File: src/rtl/adc_acq_sequencer_if.sv
//==============================================================================
// Module      : adc_acq_sequencer_if
// Description : Signal bundle for adc_acq_sequencer. Carries the host control
//               inputs, the host register-write handshake, the ADC CNV pin,
//               the SPI controller handshake and the AXI-Stream sample output.
//               master modport : sequencer side (adc_acq_sequencer)
//               slave modport  : environment side (host, SPI controller, sink)
//               Optional macro : ADC_ACQ_DROP_COUNT_EN adds drop_count[15:0].
// Revision    : 1.0 - initial release
//==============================================================================
`default_nettype none

interface adc_acq_sequencer_if #(
    parameter int DIV_WIDTH = 16
);
    // host control
    logic                 enable;
    logic [DIV_WIDTH-1:0] rate_div;
    logic                 clear_status;
    logic                 reg_write_req;
    logic [23:0]          reg_write_req_data;
    logic                 reg_write_ack;
    // ADC pin and SPI controller handshake
    logic                 adc_cnv;
    logic                 start_conversion;
    logic                 start_reg_write;
    logic [23:0]          reg_write_data;
    logic [31:0]          conversion_data;
    logic                 conversion_done;
    logic                 reg_write_done;
    logic                 spi_busy;
    // sample stream
    logic [31:0]          m_axis_tdata;
    logic                 m_axis_tvalid;
    logic                 m_axis_tready;
    // status
    logic                 overrun;
    logic                 missed_tick;
`ifdef ADC_ACQ_DROP_COUNT_EN
    logic [15:0]          drop_count;
`endif

    modport master (
        input  enable, rate_div, clear_status, reg_write_req, reg_write_req_data,
        input  conversion_data, conversion_done, reg_write_done, spi_busy,
        input  m_axis_tready,
`ifdef ADC_ACQ_DROP_COUNT_EN
        output drop_count,
`endif
        output reg_write_ack, adc_cnv, start_conversion, start_reg_write,
        output reg_write_data, m_axis_tdata, m_axis_tvalid, overrun, missed_tick
    );

    modport slave (
        output enable, rate_div, clear_status, reg_write_req, reg_write_req_data,
        output conversion_data, conversion_done, reg_write_done, spi_busy,
        output m_axis_tready,
`ifdef ADC_ACQ_DROP_COUNT_EN
        input  drop_count,
`endif
        input  reg_write_ack, adc_cnv, start_conversion, start_reg_write,
        input  reg_write_data, m_axis_tdata, m_axis_tvalid, overrun, missed_tick
    );
endinterface

`default_nettype wire

File: src/rtl/adc_acq_sequencer.sv
//==============================================================================
// Module      : adc_acq_sequencer
// Description : Sample-rate sequencer in front of the ADC SPI controller.
//               A period counter issues a tick every rate_div+1 cycles; each
//               tick drives the ADC CNV pin high, waits the conversion time,
//               triggers the SPI readout and pushes the 32-bit result into a
//               first-word-fall-through sample FIFO (AXI-Stream master).
//               Host register writes are slotted into idle gaps.
// Ports       : spi_clk    - single clock
//               spi_resetn - asynchronous active-low reset
//               bus        - adc_acq_sequencer_if.master (host control, SPI
//                            handshake, CNV pin, sample stream, status flags)
// Options     : ADC_ACQ_DROP_COUNT_EN - adds a saturating 16-bit counter of
//               dropped samples plus missed ticks (bus.drop_count).
// Revision    : 1.0 - initial release
//==============================================================================
`default_nettype none

module adc_acq_sequencer #(
    parameter int CNV_HIGH_CYCLES  = 4,
    parameter int CONV_WAIT_CYCLES = 30,
    parameter int DIV_WIDTH        = 16,
    parameter int FIFO_DEPTH       = 16
) (
    input  wire logic           spi_clk,
    input  wire logic           spi_resetn,
    adc_acq_sequencer_if.master bus
);

    //--------------------------------------------------------------------------
    // Constants
    //--------------------------------------------------------------------------
    localparam int c_PH_MAX = (CNV_HIGH_CYCLES > CONV_WAIT_CYCLES) ?
                              CNV_HIGH_CYCLES : CONV_WAIT_CYCLES;
    localparam int c_PH_W   = $clog2(c_PH_MAX) + 1;
    localparam int c_AW     = $clog2(FIFO_DEPTH);

    localparam logic [c_PH_W-1:0] c_CNV_LAST  = c_PH_W'(CNV_HIGH_CYCLES - 1);
    localparam logic [c_PH_W-1:0] c_WAIT_LAST = c_PH_W'(CONV_WAIT_CYCLES - 1);
    localparam logic [c_AW:0]     c_FULL      = (c_AW + 1)'(FIFO_DEPTH);

    localparam logic [2:0] c_ST_IDLE     = 3'd0;
    localparam logic [2:0] c_ST_CNV_HIGH = 3'd1;
    localparam logic [2:0] c_ST_CNV_WAIT = 3'd2;
    localparam logic [2:0] c_ST_READ     = 3'd3;
    localparam logic [2:0] c_ST_WRITE    = 3'd4;

    //--------------------------------------------------------------------------
    // Declarations
    //--------------------------------------------------------------------------
    logic [DIV_WIDTH-1:0] r_period_cnt;
    logic                 w_tick;

    logic [2:0]           r_state;
    logic [c_PH_W-1:0]    r_phase_cnt;
    logic                 r_adc_cnv;
    logic                 r_start_conv;
    logic                 r_start_wr;
    logic [23:0]          r_wr_data;
    logic                 r_wr_ack;

    logic [31:0]          r_mem [FIFO_DEPTH];
    logic [c_AW-1:0]      r_wr_ptr;
    logic [c_AW-1:0]      r_rd_ptr;
    logic [c_AW:0]        r_count;
    logic                 w_tvalid;
    logic                 w_pop;
    logic                 w_push_req;
    logic                 w_push;
    logic                 w_drop;
    logic                 w_missed;

    logic                 r_overrun;
    logic                 r_missed_tick;

    //--------------------------------------------------------------------------
    // Period counter: counter==0 with enable high is a tick, so the first tick
    // lands on the very first enabled cycle and then every rate_div+1 cycles.
    //--------------------------------------------------------------------------
    assign w_tick = bus.enable && (r_period_cnt == '0);

    always_ff @(posedge spi_clk or negedge spi_resetn) begin
        if (!spi_resetn) begin
            r_period_cnt <= '0;
        end else if (!bus.enable) begin
            r_period_cnt <= '0;
        end else if (w_tick) begin
            r_period_cnt <= bus.rate_div;
        end else begin
            r_period_cnt <= r_period_cnt - 1'b1;
        end
    end

    //--------------------------------------------------------------------------
    // Sequencer FSM. The counter runs in two phases: CNV high time, then the
    // conversion wait measured from the CNV falling edge. enable is not looked
    // at outside IDLE, so a sequence already started always runs to the end.
    //--------------------------------------------------------------------------
    always_ff @(posedge spi_clk or negedge spi_resetn) begin
        if (!spi_resetn) begin
            r_state      <= c_ST_IDLE;
            r_phase_cnt  <= '0;
            r_adc_cnv    <= 1'b0;
            r_start_conv <= 1'b0;
            r_start_wr   <= 1'b0;
            r_wr_data    <= '0;
            r_wr_ack     <= 1'b0;
        end else begin
            // single-cycle strobes
            r_start_conv <= 1'b0;
            r_start_wr   <= 1'b0;
            r_wr_ack     <= 1'b0;

            case (r_state)
                c_ST_IDLE: begin
                    // a sampling tick always beats a pending register write
                    if (w_tick) begin
                        r_adc_cnv   <= 1'b1;
                        r_phase_cnt <= '0;
                        r_state     <= c_ST_CNV_HIGH;
                    end else if (bus.reg_write_req && !bus.spi_busy) begin
                        r_wr_data   <= bus.reg_write_req_data;
                        r_start_wr  <= 1'b1;
                        r_state     <= c_ST_WRITE;
                    end
                end

                c_ST_CNV_HIGH: begin
                    if (r_phase_cnt == c_CNV_LAST) begin
                        r_adc_cnv   <= 1'b0;
                        r_phase_cnt <= '0;
                        r_state     <= c_ST_CNV_WAIT;
                    end else begin
                        r_phase_cnt <= r_phase_cnt + 1'b1;
                    end
                end

                c_ST_CNV_WAIT: begin
                    if (r_phase_cnt == c_WAIT_LAST) begin
                        r_start_conv <= 1'b1;
                        r_phase_cnt  <= '0;
                        r_state      <= c_ST_READ;
                    end else begin
                        r_phase_cnt <= r_phase_cnt + 1'b1;
                    end
                end

                c_ST_READ: begin
                    // the sample itself is pushed by the FIFO logic this cycle
                    if (bus.conversion_done) begin
                        r_state <= c_ST_IDLE;
                    end
                end

                c_ST_WRITE: begin
                    if (bus.reg_write_done) begin
                        r_wr_ack <= 1'b1;
                        r_state  <= c_ST_IDLE;
                    end
                end

                default: begin
                    r_adc_cnv <= 1'b0;
                    r_state   <= c_ST_IDLE;
                end
            endcase
        end
    end

    //--------------------------------------------------------------------------
    // Sample FIFO (first-word-fall-through). A push into a full FIFO is still
    // accepted when the head is being popped in the same cycle.
    //--------------------------------------------------------------------------
    assign w_tvalid   = (r_count != '0);
    assign w_pop      = w_tvalid && bus.m_axis_tready;
    assign w_push_req = (r_state == c_ST_READ) && bus.conversion_done;
    assign w_push     = w_push_req && ((r_count != c_FULL) || w_pop);
    assign w_drop     = w_push_req && !w_push;
    assign w_missed   = w_tick && (r_state != c_ST_IDLE);

    // storage needs no reset: tdata is masked while the FIFO is empty
    always_ff @(posedge spi_clk) begin
        if (w_push) begin
            r_mem[r_wr_ptr] <= bus.conversion_data;
        end
    end

    always_ff @(posedge spi_clk or negedge spi_resetn) begin
        if (!spi_resetn) begin
            r_wr_ptr <= '0;
            r_rd_ptr <= '0;
            r_count  <= '0;
        end else begin
            if (w_push) begin
                r_wr_ptr <= r_wr_ptr + 1'b1;
            end
            if (w_pop) begin
                r_rd_ptr <= r_rd_ptr + 1'b1;
            end
            case ({w_push, w_pop})
                2'b10:   r_count <= r_count + 1'b1;
                2'b01:   r_count <= r_count - 1'b1;
                default: r_count <= r_count;
            endcase
        end
    end

    //--------------------------------------------------------------------------
    // Sticky status flags; a set event in the same cycle as clear_status wins.
    //--------------------------------------------------------------------------
    always_ff @(posedge spi_clk or negedge spi_resetn) begin
        if (!spi_resetn) begin
            r_overrun     <= 1'b0;
            r_missed_tick <= 1'b0;
        end else begin
            if (w_drop) begin
                r_overrun <= 1'b1;
            end else if (bus.clear_status) begin
                r_overrun <= 1'b0;
            end
            if (w_missed) begin
                r_missed_tick <= 1'b1;
            end else if (bus.clear_status) begin
                r_missed_tick <= 1'b0;
            end
        end
    end

`ifdef ADC_ACQ_DROP_COUNT_EN
    //--------------------------------------------------------------------------
    // Loss counter: +1 per dropped sample, +1 per missed tick, saturating.
    // Events in the clear cycle are counted on top of the cleared value.
    //--------------------------------------------------------------------------
    logic [15:0] r_drop_count;
    logic [15:0] w_drop_base;
    logic [16:0] w_drop_sum;

    assign w_drop_base = bus.clear_status ? 16'h0000 : r_drop_count;
    assign w_drop_sum  = {1'b0, w_drop_base} + {16'h0000, w_drop} + {16'h0000, w_missed};

    always_ff @(posedge spi_clk or negedge spi_resetn) begin
        if (!spi_resetn) begin
            r_drop_count <= '0;
        end else begin
            r_drop_count <= w_drop_sum[16] ? 16'hFFFF : w_drop_sum[15:0];
        end
    end

    assign bus.drop_count = r_drop_count;
`endif

    //--------------------------------------------------------------------------
    // Outputs
    //--------------------------------------------------------------------------
    assign bus.adc_cnv          = r_adc_cnv;
    assign bus.start_conversion = r_start_conv;
    assign bus.start_reg_write  = r_start_wr;
    assign bus.reg_write_data   = r_wr_data;
    assign bus.reg_write_ack    = r_wr_ack;
    assign bus.m_axis_tvalid    = w_tvalid;
    assign bus.m_axis_tdata     = w_tvalid ? r_mem[r_rd_ptr] : 32'h0000_0000;
    assign bus.overrun          = r_overrun;
    assign bus.missed_tick      = r_missed_tick;

endmodule

`default_nettype wire

File: src/flat_wrapper.sv
// flat-port wrapper written by rule: the top's interface ports become plain ports
module adc_acq_sequencer_flat 
#(
    parameter int CNV_HIGH_CYCLES  = 4,
    parameter int CONV_WAIT_CYCLES = 30,
    parameter int DIV_WIDTH        = 16,
    parameter int FIFO_DEPTH       = 16
)
  (spi_clk, spi_resetn, bus_enable, bus_rate_div, bus_clear_status, bus_reg_write_req, bus_reg_write_req_data, bus_conversion_data, bus_conversion_done, bus_reg_write_done, bus_spi_busy, bus_m_axis_tready, bus_reg_write_ack, bus_adc_cnv, bus_start_conversion, bus_start_reg_write, bus_reg_write_data, bus_m_axis_tdata, bus_m_axis_tvalid, bus_overrun, bus_missed_tick);
  adc_acq_sequencer_if #(.DIV_WIDTH(DIV_WIDTH)) bus_i ();
  input  wire logic spi_clk;
  input  wire logic spi_resetn;
  input wire logic [$bits(bus_i.enable)-1:0] bus_enable;
  input wire logic [$bits(bus_i.rate_div)-1:0] bus_rate_div;
  input wire logic [$bits(bus_i.clear_status)-1:0] bus_clear_status;
  input wire logic [$bits(bus_i.reg_write_req)-1:0] bus_reg_write_req;
  input wire logic [$bits(bus_i.reg_write_req_data)-1:0] bus_reg_write_req_data;
  input wire logic [$bits(bus_i.conversion_data)-1:0] bus_conversion_data;
  input wire logic [$bits(bus_i.conversion_done)-1:0] bus_conversion_done;
  input wire logic [$bits(bus_i.reg_write_done)-1:0] bus_reg_write_done;
  input wire logic [$bits(bus_i.spi_busy)-1:0] bus_spi_busy;
  input wire logic [$bits(bus_i.m_axis_tready)-1:0] bus_m_axis_tready;
  output wire logic [$bits(bus_i.reg_write_ack)-1:0] bus_reg_write_ack;
  output wire logic [$bits(bus_i.adc_cnv)-1:0] bus_adc_cnv;
  output wire logic [$bits(bus_i.start_conversion)-1:0] bus_start_conversion;
  output wire logic [$bits(bus_i.start_reg_write)-1:0] bus_start_reg_write;
  output wire logic [$bits(bus_i.reg_write_data)-1:0] bus_reg_write_data;
  output wire logic [$bits(bus_i.m_axis_tdata)-1:0] bus_m_axis_tdata;
  output wire logic [$bits(bus_i.m_axis_tvalid)-1:0] bus_m_axis_tvalid;
  output wire logic [$bits(bus_i.overrun)-1:0] bus_overrun;
  output wire logic [$bits(bus_i.missed_tick)-1:0] bus_missed_tick;
  assign bus_i.enable = bus_enable;
  assign bus_i.rate_div = bus_rate_div;
  assign bus_i.clear_status = bus_clear_status;
  assign bus_i.reg_write_req = bus_reg_write_req;
  assign bus_i.reg_write_req_data = bus_reg_write_req_data;
  assign bus_i.conversion_data = bus_conversion_data;
  assign bus_i.conversion_done = bus_conversion_done;
  assign bus_i.reg_write_done = bus_reg_write_done;
  assign bus_i.spi_busy = bus_spi_busy;
  assign bus_i.m_axis_tready = bus_m_axis_tready;
  assign bus_reg_write_ack = bus_i.reg_write_ack;
  assign bus_adc_cnv = bus_i.adc_cnv;
  assign bus_start_conversion = bus_i.start_conversion;
  assign bus_start_reg_write = bus_i.start_reg_write;
  assign bus_reg_write_data = bus_i.reg_write_data;
  assign bus_m_axis_tdata = bus_i.m_axis_tdata;
  assign bus_m_axis_tvalid = bus_i.m_axis_tvalid;
  assign bus_overrun = bus_i.overrun;
  assign bus_missed_tick = bus_i.missed_tick;
  adc_acq_sequencer #(.CNV_HIGH_CYCLES(CNV_HIGH_CYCLES), .CONV_WAIT_CYCLES(CONV_WAIT_CYCLES), .DIV_WIDTH(DIV_WIDTH), .FIFO_DEPTH(FIFO_DEPTH)) u_core (.spi_clk(spi_clk), .spi_resetn(spi_resetn), .bus(bus_i));
endmodule
File: config.mk
export PLATFORM = sky130hd
export DESIGN_NAME = adc_acq_sequencer_flat
export DESIGN_NICKNAME = d
export VERILOG_FILES = /design/src/rtl/adc_acq_sequencer_if.sv /design/src/rtl/adc_acq_sequencer.sv /design/src/flat_wrapper.sv
export SDC_FILE = /design/constraint.sdc
export NUM_CORES = 1
export LEC_CHECK = 0
export BUFFER_PORTS_ARGS = -buffer_cell sky130_fd_sc_hd__buf_2
export CAP_MARGIN = 0
export CORE_UTILIZATION = 41
export DETAILED_ROUTE_END_ITERATION = 6
export PLACE_DENSITY = 0.67
export SLEW_MARGIN = 20
export SYNTH_ARGS = -nofsm -noshare
export SYNTH_HDL_FRONTEND = slang
export SYNTH_SLANG_ARGS = --single-unit
File: constraint.sdc
create_clock -name spi_clk -period 2.7 [get_ports spi_clk]
set_clock_uncertainty 0.2 [all_clocks]
set_input_delay 0.135 -clock spi_clk [delete_from_list [all_inputs] [get_ports spi_clk]]
set_output_delay 0.135 -clock spi_clk [all_outputs]
set_load 0.02 [all_outputs]
==> reports/results.tsv, run 1 <==
metric	value	unit
status	finished, violations left	
violations	negative setup slack	
ant_nets	0	
synth_nets	1179	
place_congestion	0.799	
grt_pass1_wl	77700	um
max_cap_violations	0	
leakagePower	10.2	nW
drt_iter0_markers	951	
num_rows	85	
rsz0062_at_grt	yes	
ys_seq_elements	580	
ioPinCount	144	
irDropWorstVdd	546	uV
synth_ff_type	edfxtp_1	
synth_common_cells	512 x edfxtp_1, 128 x mux4_2, 68 x dfrtp_1	
path_clk_slew	0.07	ns
cts-buffers-inserted	60	
pre_cts_slack	0.0400	ns
grt_pass1_vias	12461	
syn_inst	1085	
final_util	53.0	%
drc	0	
initial_core_util	41.9	%
hold_path.class	in -> reg	
final.setup.tns	-1.95	ns
ys_seq_area_share	75.0	%
synthTopCellsByArea	edfxtp_1 68%, mux4_2 13%, dfrtp_1 7.5%	
yosysTopAreaCell	edfxtp_1	
synth_cell_types	51	
overflow	0	
drt_wl_total	52600	um
die-area	0.0565	sq mm
clk_path_buf_depth	3	
cp_data_arrival_time	2.52	ns
fin_crit_sh	106	%
synth_top_area_share	67.5	%
relSlewSlack	54.9	%
areaGrowthSynthToFinish	26.5	%
setup_ws	-0.158	ns
vias	11843	
synth_edf_count	512	
drive_gt1_share	37.2	%
clock.fmax	350	MHz
dp_cells	1986	
setup_viol	32	
async_flop_share	11.7	%
end_kind	output port	
firstDrtPassIters	5	
grtUsageTotal	18.8	%
grt_antenna_before_repair	3	
syn_area	0.0228	sq mm
finalPower	29.2	mW
fillers	4141	
htree_levels	2	
min_period	2.86	ns
avgSynthCellArea	21.0	sq um
portBuffers	143	
cts_tree	built	
powerDensity	1010	mW/mm^2
worst_slew_pin_slew	0.674	ns
stdcell_count	2208	
wl_per_cell	23.8	um
synth_most_common_cell	edfxtp_1	
cts.sinks	580	
clkLatencyLatePin	0.62	ns
root_buffer	clkbuf_16	
core-area	0.0543	sq mm
hpwl	29000	um
fin_nets	1510	
hold_viol	0	
die_h	238	um
ys_warn_count	0	
finalMaxSlewViolations	0	
grt_max_degree	41	
worstSetupPathType	reg -> out	
viasPerCell	5.36	
cp-start-kind	flip-flop	
critPathMaxFanout	6	
required	2.37	ns
die_w	238	um
==> per-layer routing <==
metal	GRT usage (%)	up-vias	part of all wire (%)
met4	7.19	2	3.0
li1	-	5172	-
met2	31.8	384	50
met5	0	-	0.025
met1	24.3	6193	41
met3	3.19	92	5.5
==> cells in the final DEF (no fill, tap or decap), types with 5 or more instances in the layout <==
master / instances
buf_2: 120
clkinv_1: 13
o21ai_0: 9
mux2_4: 18
nor2_1: 16
clkbuf_16: 64
o22ai_2: 10
a21oi_1: 9
and2_2: 12
mux4_2: 128
inv_1: 11
clkinv_2: 8
mux2_2: 11
clkinvlp_4: 8
buf_6: 15
nand2_1: 21
o211a_1: 9
dlygate4sd3_1: 83
ha_1: 12
buf_4: 51
clkbuf_1: 6
xor2_1: 10
xnor2_1: 12
edfxtp_1: 512
buf_12: 40
buf_16: 5
dfrtp_1: 65
mux2i_1: 54
nand3_1: 9
mux2i_2: 11
buf_8: 9
bufinv_16: 9
o22ai_1: 24
==> final timing paths <==
kind / from / endpoint / cells after the start / slack [ns]
hold / removal: bus_reg_write_req_data[14] / u_core.bus.reg_write_data[14]$_DFFE_PN0P_ / 3 / 0.1
hold reg to reg: u_core.bus.reg_write_data[4]$_DFFE_PN0P_ / u_core.bus.reg_write_data[4]$_DFFE_PN0P_ / 1 / 0.31
max in group asynchronous: spi_resetn / u_core.r_rd_ptr[3]$_DFFE_PN0P_ / 4 / 0.70
setup / recovery: u_core.r_rd_ptr[0]$_DFFE_PN0P_ / bus_m_axis_tdata[15] / 7 / -0.16
min in group asynchronous: spi_resetn / u_core.r_period_cnt[1]$_DFF_PN0_ / 4 / 0.49
setup reg to reg: u_core.r_period_cnt[5]$_DFF_PN0_ / u_core.bus.reg_write_data[22]$_DFFE_PN0P_ / 6 / 0.05
==> final cells by class <==
class	instances	area, sq um	share of cell area, %
antenna	2	5.00	0.0174
clock buffer	67	1550	5.38
clock inverter	46	503	1.75
inverter	11	41.3	0.143
multi-input combinational	437	5550	19.3
sequential	580	17100	59.3
tap	739	925	3.21
timing repair buffer	326	3130	10.9
==> cell families after synthesis <==
logic type / Yosys count / share of synthesized area, %
flops: 580 / 75.0
mux: 222 / 17.3
simple gates: 101 / 2.49
compound gates: 79 / 2.39
buf+inv: 68 / 1.25
xor+xnor: 22 / 0.847
fa+ha+maj: 13 / 0.748
==> per-stage QoR <==
step           area, sq um  hold WS (ns)
2_1_floorplan        22800        -0.361
3_3_place_gp         25200        -0.120
3_5_place_dp         25200        -0.119
4_1_cts              28700        0.0211
5_1_grt              28800        0.0816
6_report             28800        0.0957
==> critical path, stage by stage (launching register included) <==
cell     delay (ns)
dfrtp_4        0.46
buf_8          0.15
buf_8          0.13
buf_12         0.13
mux4_2         0.52
mux2i_2        0.22
o22ai_2        0.13
buf_6          0.14
==> sequential cells by signal, summed over array words and instances, names as in the netlist <==
register                     count
u_core.bus.reg_write_data       24
u_core.bus.start_conversion      1
u_core.bus.reg_write_ack         1
u_core.bus.overrun               1
u_core.bus.adc_cnv               1
u_core.bus.missed_tick           1
u_core.r_phase_cnt               6
u_core.r_period_cnt             16
u_core.r_state                   3
u_core.r_count                   5
u_core.r_mem                   512
u_core.bus.start_reg_write       1
u_core.r_rd_ptr                  4
u_core.r_wr_ptr                  4
==> timing repair <==
action | CTS | global route
setup endpoints to repair | 32 | 173
pin swaps | 7 | 13
cloned | 8 | 3
hold buffers | 83 | 0
endpoints found under the hold margin | 641 | 0
buffers inserted | 16 | 3
gates resized for setup | 63 | 39
==> where the power goes <==
part / switching [mW] / internal [mW] / leakage (nW)
combinational: 4.98 / 5.19 / 3.77
sequential: 0.342 / 10.2 / 5.44
clock: 3.52 / 5.02 / 0.980
No activity file was read; power rests on OpenSTA's default activity.
==> run 2: changes to the inputs <==
--- a/config.mk
+++ b/config.mk
@@ -10,6 +10,7 @@
 export CORE_UTILIZATION = 41
 export DETAILED_ROUTE_END_ITERATION = 6
 export PLACE_DENSITY = 0.67
+export RECOVER_POWER = 25
 export SLEW_MARGIN = 20
 export SYNTH_ARGS = -nofsm -noshare
 export SYNTH_HDL_FRONTEND = slang
==> run 2 against run 1 <==
Compared with the run above:
- the run still ends with negative setup slack left
- worst setup slack about the same
- sequential cell count unchanged
- worst hold slack better by 0.00066 ns
- register-to-register slack is essentially flat
- fmax is essentially flat
- non-clock buffer count did not move
- via count rose by 0.19%
- die area unchanged
- routed wire length shrank 0.19%
- combinational power barely moved
- cell count did not move
- utilization about the same
- largest cell class unchanged
==> reports/results.tsv, run 2 (synthesis gave the netlist of run 1 again) <==
metric	value	unit	change
status	finished, violations left		
violations	negative setup slack		
worst_slew_pin_slew	0.704	ns	+0.0301 ns
fin_nets	1510		unchanged
ff2ff_setup_slack	0.05	ns	about the same
ff2ff_path_depth	6		unchanged
hold_viol	0		unchanged
drt_wl_total	52500	um	-0.19%
die-area	0.0565	sq mm	unchanged
viasPerCell	5.37		+0.19%
worstSetupPathType	reg -> out		
clk_path_buf_depth	3		unchanged
clkLatencyLatePin	0.62	ns	about the same
initial_core_util	41.9	%	unchanged
portBuffers	143		unchanged
finalMaxSlewViolations	0		unchanged
largest_register_ffs	512		unchanged
hpwl	29000	um	unchanged
clock.fmax	350	MHz	about the same
ant_nets	0		unchanged
fin_crit_sh	106	%	about the same
cts.sinks	580		unchanged
grt_antenna_before_repair	3		unchanged
core-area	0.0543	sq mm	unchanged
path_clk_slew	0.07	ns	about the same
num_rows	85		unchanged
max_cap_violations	0		unchanged
cp-start-kind	flip-flop		
cts-buffers-inserted	60		unchanged
setup_ws	-0.158	ns	+0.000227 ns
grtUsageTotal	18.8	%	unchanged
drive_gt1_share	35.8	%	-1.4 points
grt_pass1_wl	77700	um	unchanged
overflow	0		unchanged
regMostFlops	u_core.r_mem		
root_buffer	clkbuf_16		
leakagePower	10.1	nW	-0.54%
final_cell_mix	512 x edfxtp_1, 128 x mux4_2, 100 x buf_2		
hold_path.class	in -> reg		
pre_cts_slack	0.0400	ns	unchanged
drt_iter0_markers	901		-5.3%
multi_input_area	0.00555	sq mm	unchanged
areaGrowthSynthToFinish	26.4	%	about the same
required	2.37	ns	about the same
r2r_end	u_core.bus.reg_write_data[22]$_DFFE_PN0P_		
final_common_cell	edfxtp_1		
grt_max_degree	41		unchanged
die_w	238	um	unchanged
die_h	238	um	unchanged
holdWs	0.0964	ns	+0.000657 ns
fillers	4148		+0.17%
crit-reg2reg-launch	u_core.r_period_cnt[5]$_DFF_PN0_		
vias	11865		+0.19%
irDropWorstVdd	546	uV	+0.17%
worstHoldEndpoint	u_core.bus.reg_write_data[14]$_DFFE_PN0P_		
powerDensity	1020	mW/mm^2	about the same
setup_viol	32		unchanged
critPathMaxFanout	6		unchanged
place_congestion	0.799		unchanged
rsz0062_at_grt	yes		
ioPinCount	144		unchanged
wl_per_cell	23.8	um	-0.19%
cp_data_arrival_time	2.52	ns	about the same
htree_levels	2		unchanged
hold_path_depth	3		unchanged
relSlewSlack	52.9	%	-2.0 points
firstDrtPassIters	5		unchanged
seqCellArea	0.0171	sq mm	unchanged
drc	0		unchanged
cts_tree	built		
end_kind	output port		
min_from	bus_reg_write_req_data[14]		
grt_pass1_vias	12461		unchanged
min_period	2.86	ns	-0.000227 ns
run 2: changes by cell type in the layout (fill, tap and decap cells not counted):
cell,change
clkbuf_1,+20
buf_2,-20
run 2: where the power goes:
group | internal [mW] | leakage [nW] | switching [mW]
logic | 5.19 | 3.72 | 4.98
registers | 10.2 | 5.44 | 0.341
clock network | 5.02 | 0.980 | 3.52
run 2: repair_timing:
| item | 4_1_cts | 5_1_grt |
|---|---|---|
| hold buffers | 83 | 0 |
| resized for setup | 63 | 39 |
| setup buffers | 16 | 3 |
| pin swaps | 7 | 13 |
| endpoints found under the hold margin | 641 | 0 |
| cloned | 8 | 3 |
| endpoints found under the setup margin | 32 | 173 |
run 2: worst max-delay path by stage:
stage	end	startpoint	cells past startpoint	slack, ns
floorplan	u_core.bus.reg_write_data[10]$_DFFE_PN0P_	u_core.r_period_cnt[5]$_DFF_PN0_	8	-0.07
global placement	u_core.bus.reg_write_data[12]$_DFFE_PN0P_	u_core.r_period_cnt[5]$_DFF_PN0_	6	0.05
detailed placement	u_core.bus.reg_write_data[18]$_DFFE_PN0P_	u_core.r_period_cnt[5]$_DFF_PN0_	6	0.04
CTS	bus_m_axis_tdata[15]	u_core.r_rd_ptr[0]$_DFFE_PN0P_	7	-0.19
global route	bus_m_axis_tdata[15]	u_core.r_rd_ptr[0]$_DFFE_PN0P_	7	-0.23
finish	bus_m_axis_tdata[18]	u_core.r_rd_ptr[0]$_DFFE_PN0P_	7	-0.16
run 2: worst max-delay path, stage by stage (launching register included):
cell,delay (ns)
dfrtp_4,0.46
buf_8,0.15
buf_8,0.13
buf_12,0.13
mux4_2,0.51
mux2i_2,0.19
o22ai_1,0.12
buf_2,0.18
run 2: final cells by class:
class | instances | area share (%)
antenna | 2 | 0.0174
clock buffer | 67 | 5.38
clock inverter | 46 | 1.75
inverter | 11 | 0.144
multi-input combinational | 437 | 19.3
sequential | 580 | 59.4
tap | 739 | 3.21
timing repair buffer | 326 | 10.8
run 2: layer usage:
| metal | GRT usage, % | vias up | part of all wire [%] |
|---|---|---|---|
| met2 | 31.8 | 390 | 50 |
| met3 | 3.19 | 93 | 5.5 |
| met5 | 0 | - | 0.025 |
| met1 | 24.3 | 6210 | 41 |
| met4 | 7.19 | 2 | 3.0 |
| li1 | - | 5170 | - |
run 2: metrics by stage:
| stage | area [sq um] | TNS, ns | power [mW] | instances | utilization, % |
|---|---|---|---|---|---|
| 4_1_cts | 28700 | -4.06 | 29.2 | 2205 | 52.7 |
| 3_3_place_gp | 25200 | 0 | 19.2 | 1986 | 46.3 |
| 5_1_grt | 28800 | -4.63 | 30.4 | 2207 | 52.9 |
| 2_1_floorplan | 22800 | -1.13 | 16.5 | 1085 | - |
| 6_report | 28800 | -1.93 | 29.2 | 2208 | 52.9 |
| 3_5_place_dp | 25200 | 0 | 19.3 | 1986 | 46.3 |
